File: src/rtl/i2c_pkg.sv
// rtl/i2c_pkg.sv - shared types and constants for the I2C slave receive path
package i2c_pkg;

    typedef enum logic [2:0] {
        IDLE,
        BITS,
        WAIT_ACK,
        ACK,
        ACK_HOLD
    } rx_timer_state_t;

    localparam int I2C_DATA_BITS = 8;

    // Bus-idle level of the receive shift register; sliced down to DATA_BITS by users
    localparam logic [15:0] RX_IDLE_DATA = '1;

endpackage

File: src/rtl/i2c_bit_counter.sv
// rtl/i2c_bit_counter.sv - 4-bit data-bit counter with clear, enable and rollover flag
module i2c_bit_counter
    import i2c_pkg::*;
#(
    parameter int TERM = I2C_DATA_BITS
) (
    input  logic       clk,
    input  logic       n_rst,
    input  logic       clr,
    input  logic       en,
    output logic [3:0] cnt,
    output logic       rollover
);

    localparam logic [3:0] TERM_M1 = 4'(TERM - 1);

    // Count enabled bits; wrap to zero and flag the rollover for one cycle at TERM
    always_ff @(posedge clk or negedge n_rst) begin
        if (!n_rst) begin
            cnt      <= 4'd0;
            rollover <= 1'b0;
        end else begin
            rollover <= 1'b0;
            if (clr) begin
                cnt <= 4'd0;
            end else if (en) begin
                if (cnt == TERM_M1) begin
                    cnt      <= 4'd0;
                    rollover <= 1'b1;
                end else begin
                    cnt <= cnt + 4'd1;
                end
            end
        end
    end

endmodule

File: src/rtl/i2c_rx_timer.sv
// rtl/i2c_rx_timer.sv - frames received I2C bytes and sequences the ACK slot
module i2c_rx_timer
    import i2c_pkg::*;
#(
    parameter int DATA_BITS = I2C_DATA_BITS
) (
    input  logic                 clk,
    input  logic                 n_rst,
    input  logic                 rising_edge_found,
    input  logic                 falling_edge_found,
    input  logic                 sda_in,
    input  logic                 start_found,
    input  logic                 stop_found,
    output logic [DATA_BITS-1:0] rx_data,
    output logic                 byte_received,
    output logic                 ack_prep,
    output logic                 check_ack,
    output logic                 ack_done,
    output logic                 busy
);

    localparam logic [3:0] LAST_BIT = 4'(DATA_BITS - 1);

    rx_timer_state_t      state;
    rx_timer_state_t      state_next;
    logic [3:0]           bit_cnt;
    logic                 cnt_clr;
    logic                 cnt_en;
    logic                 shift_en;
    logic                 ack_prep_next;
    logic                 check_ack_next;
    logic                 ack_done_next;
    logic                 fall_only;
    logic [DATA_BITS-1:0] rx_shifted;

    // A falling strobe coincident with a rising one is dropped
    assign fall_only = falling_edge_found && !rising_edge_found;

    generate
        if (DATA_BITS == 1) begin : g_shift_one
            assign rx_shifted = sda_in;
        end else begin : g_shift_many
            assign rx_shifted = {rx_data[DATA_BITS-2:0], sda_in};
        end
    endgenerate

    // byte_received is the counter's registered rollover pulse
    i2c_bit_counter #(
        .TERM (DATA_BITS)
    ) u_bit_counter (
        .clk      (clk),
        .n_rst    (n_rst),
        .clr      (cnt_clr),
        .en       (cnt_en),
        .cnt      (bit_cnt),
        .rollover (byte_received)
    );

    // Next-state and strobe decode; start beats stop beats SCL edges
    always_comb begin
        state_next     = state;
        cnt_clr        = 1'b0;
        cnt_en         = 1'b0;
        shift_en       = 1'b0;
        ack_prep_next  = 1'b0;
        check_ack_next = 1'b0;
        ack_done_next  = 1'b0;
        if (start_found) begin
            state_next = BITS;
            cnt_clr    = 1'b1;
        end else if (stop_found) begin
            state_next = IDLE;
            cnt_clr    = 1'b1;
        end else begin
            case (state)
                BITS: begin
                    if (rising_edge_found) begin
                        shift_en = 1'b1;
                        cnt_en   = 1'b1;
                        if (bit_cnt == LAST_BIT) begin
                            state_next = WAIT_ACK;
                        end
                    end
                end
                WAIT_ACK: begin
                    if (fall_only) begin
                        ack_prep_next = 1'b1;
                        state_next    = ACK;
                    end
                end
                ACK: begin
                    if (rising_edge_found) begin
                        check_ack_next = 1'b1;
                        state_next     = ACK_HOLD;
                    end
                end
                ACK_HOLD: begin
                    if (fall_only) begin
                        ack_done_next = 1'b1;
                        state_next    = BITS;
                        cnt_clr       = 1'b1;
                    end
                end
                default: begin
                    state_next = state;
                end
            endcase
        end
    end

    // State, strobe and busy registers
    always_ff @(posedge clk or negedge n_rst) begin
        if (!n_rst) begin
            state     <= IDLE;
            ack_prep  <= 1'b0;
            check_ack <= 1'b0;
            ack_done  <= 1'b0;
            busy      <= 1'b0;
        end else begin
            state     <= state_next;
            ack_prep  <= ack_prep_next;
            check_ack <= check_ack_next;
            ack_done  <= ack_done_next;
            busy      <= (state_next != IDLE);
        end
    end

    // MSB-first shift register; held across start/stop so partial bytes stay visible
    always_ff @(posedge clk or negedge n_rst) begin
        if (!n_rst) begin
            rx_data <= RX_IDLE_DATA[DATA_BITS-1:0];
        end else if (shift_en) begin
            rx_data <= rx_shifted;
        end
    end

endmodule

File: config.mk
export PLATFORM = sky130hd
export DESIGN_NAME = i2c_rx_timer
export DESIGN_NICKNAME = d
export VERILOG_FILES = /design/src/rtl/i2c_pkg.sv /design/src/rtl/i2c_bit_counter.sv /design/src/rtl/i2c_rx_timer.sv
export SDC_FILE = /design/constraint.sdc
export NUM_CORES = 1
export LEC_CHECK = 0
export CAP_MARGIN = 20
export CORE_MARGIN = 2
export CORE_UTILIZATION = 43
export DETAILED_ROUTE_END_ITERATION = 8
export GPL_ROUTABILITY_DRIVEN = 0
export PLACE_DENSITY = 0.84
export SYNTH_ARGS = -nofsm -noshare
export SYNTH_HDL_FRONTEND = slang
export SYNTH_SLANG_ARGS = --single-unit
File: constraint.sdc
create_clock -name clk -period 1.6 [get_ports clk]
set_input_delay 0.48 -clock clk [delete_from_list [all_inputs] [get_ports clk]]
set_output_delay 0.48 -clock clk [all_outputs]
set_load 0.03 [all_outputs]
==> results by group <==
Clock network
  • H-tree Lvls: 1
  • CTS tree: done
  • CTS Sinks: 20
  • Clock Latency Late Sink: 0.31 ns
  • Clk Tree Root Cell: clkbuf_4
  • Clock transition at the registers of the reported paths: 0.12 ns
  • CTS Buf Count: 3
  • Deepest clock path buffer count: 2

STA
  • Final period util: 96.38%
  • FMAX: 0.6485 GHz
  • # setup viols final: 0
  • Slew @ Worst Pin: 0.3255 ns
  • Fin. Hold Viols: 0
  • WHS: 0.4903 ns
  • Clk_skew: 0.01367 ns
  • Min cycle time layout: 1.542 ns
  • Final Slew Violations: 0
  • Relative slew slack: 78.10%
  • Final worst slack: 0.05787 ns

Synth
  • Post-synth top area share: 33.24%
  • Synth Instances: 76
  • Post-synth top flop: dfrtp_1
  • Synth Register Bits: 20
  • Post-synthesis async set-or-reset flop share: 100.0%
  • Net Count, Synth: 84
  • Top cells by area, synth: dfrtp_1 33%, dfstp_2 23%, mux2_2 10%, nor2_1 3.7%, nand2_1 2.1%
  • Area leader, netlist: dfrtp_1
  • YS warnings: 0
  • Syn avg cell area: 11.89 sq um
  • Seq/Total Area, Yosys: 56.51%
  • Post-synth EDFFs: 0
  • Synth unique cells: 34
  • Synth Cell Area: 903.4 sq um

Placed design
  • Placement Setup Slack: -0.5367 ns
  • Port bufs: 19
  • Post-place instance area: 1159 sq um
  • HPWL Detailed: 1279 um

Worst setup path
  • Critical path's top delay family: buffers and inverters
  • CP peak stage delay: 0.40 ns
  • Worst reg-to-reg setup slack: 0.08 ns
  • Slowest library cell on the worst path: dlygate4sd2_1
  • FF-to-FF Start: u_bit_counter.cnt[0]
  • Worst path buffer plus inverter count: 1
  • CP Launch Type: flop
  • CP Data Required Time: 1.12 ns
  • WS Path Type: reg -> out
  • Crit-path cells: dlygate4sd2_1
  • Data arrival, critical path: 1.06 ns
  • Crit. End Element: output pin
  • Crit Reg-Reg Endpoint: busy
  • Reg2reg path depth: 5
  • Crit path max fanout: 1

Layout
  • Share of layout cells above drive strength 1: 45.79%
  • Area Overhead vs Synth: 33.66%
  • N_diodes: 0
  • Post-layout util: 61.54%
  • Design Area, Final: 1207 sq um
  • Nets: 116

Run status
  • Outcome: complete, no violations

GRT
  • Largest net degree at the start of global routing: 21
  • Total Routing Usage GR: 14.65%
  • First-pass GRT wire length: 2670 um
  • Initial antenna violation count: 0
  • Vias in the first global route: 651
  • Grt total ovfl: 0

Power
  • Total power: 1340 uW
  • Combinational power share: 28.4%
  • Seq pwr share: 49.7%
  • Switching power: 415.7 uW
  • Switching portion of total power: 31.03%
  • Int Pwr: 924.1 uW
  • Static leakage: 0.0005519 uW
  • Clk pwr share: 21.9%
  • Power per cell area: 1110 nW/um^2
  • Peak VDD IR: 606.9 uV

Detailed routing
  • Vias post-DR: 711
  • DRC Markers: 0
  • Routed Antenna Nets: 0
  • DR WL/cell: 12.84 um
  • Total wire length: 1721 um
  • Via density: 5.306
  • First-iteration detailed-routing DRC count: 15
  • Pre-antenna DRT Iters: 4

Floorplan
  • Starting density of the core: 46.05%
  • Core area: 1962 sq um
  • Chip height: 49.84 um
  • # rows: 16
  • Die area: 2484 sq um
  • Top-Level Pins: 20
  • Die width: 49.84 um

Hold path
  • Worst Hold Class: in -> async

Flow run
  • Maxcap violations: 0
==> power by group through the flow <==
stage | registers (uW) | clock network (uW) | logic (uW)
after floorplan | 804 | 0 | 98.8
after global placement | 669 | 0 | 379
after detailed placement | 677 | 0 | 384
after CTS | 667 | 307 | 381
after global routing | 676 | 327 | 402
final | 666 | 293 | 381
==> kinds of logic after synthesis <==
| kind of cell | Yosys count | share of synthesized area [%] |
|---|---|---|
| buf+inv | 4 | 3.046 |
| mux | 9 | 11.08 |
| simple gates | 29 | 17.45 |
| flops | 20 | 56.51 |
| xor+xnor | 2 | 1.939 |
| fa+ha+maj | 1 | 1.385 |
| compound gates | 11 | 8.588 |
==> layout by cell type (no fill, tap or decap), types with 2 or more instances in the layout <==
cell	netlist	routed
nand2b_1	2	2
nor4_1	2	2
xor2_1	2	2
mux2_2	8	8
dfrtp_1	12	10
dfrtp_2	0	2
clkdlybuf4s50_1	0	4
nor2_1	9	9
buf_4	1	19
a21oi_1	2	2
dfstp_2	8	8
clkbuf_4	0	3
dlygate4sd2_1	0	6
nand2_1	5	5
nand3_1	2	2
==> cells in the mapped netlist, types with 2 or more instances <==
| cell type | count |
|---|---|
| a21oi_1 | 2 |
| dfrtp_1 | 12 |
| dfstp_2 | 8 |
| mux2_2 | 8 |
| nand2_1 | 5 |
| nand2b_1 | 2 |
| nand3_1 | 2 |
| nor2_1 | 9 |
| nor4_1 | 2 |
| xor2_1 | 2 |
==> repair_timing <==
item	CTS	global route
endpoints found under the setup margin	10	2
pin swaps	1	0
buffers inserted	0	1
hold buffers	0	0
gates resized for setup	7	8
==> per-layer routing <==
metal / vias up / global-route usage (%) / share of wire, %
met2: 36 / 24.22 / 48
met1: 335 / 16.83 / 42
met5: - / 0 / 0
met4: 0 / 10.65 / 2.6
met3: 5 / 2.727 / 7.1
li1: 335 / - / -
==> how the worst max path moves through the flow <==
stage                               startpoint   endpoint  slack, ns  cells past startpoint
after floorplan                       state[0]       busy       0.06                      5
after global placement       rising_edge_found       busy      -0.49                      5
after detailed placement     rising_edge_found       busy      -0.54                      5
after CTS                 u_bit_counter.cnt[0]       busy       0.03                      5
after global routing      u_bit_counter.cnt[0]       busy      -0.01                      5
final                                check_ack  check_ack       0.06                      1
==> state kept, by name (all words and copies together) (netlist names) <==
signal,flops
rx_data,8
u_bit_counter.cnt,4
busy,1
u_bit_counter.rollover,1
ack_prep,1
check_ack,1
ack_done,1
state,3
==> metrics by stage <==
stage / setup TNS (ns) / std cells
2_1_floorplan: 0 / 76
3_3_place_gp: -5.296 / 129
3_5_place_dp: -5.825 / 129
4_1_cts: 0 / 133
5_1_grt: -0.01067 / 134
6_report: 0 / 134
==> cell type report <==
type                       instances  area (sq um)
tap                               27         33.78
clock buffer                       4         36.28
fill                             156         754.5
inverter                           1         3.754
multi-input combinational         52         380.4
sequential                        20         513.0
timing repair buffer              30         240.2
Power figures use the tool's default switching activity.
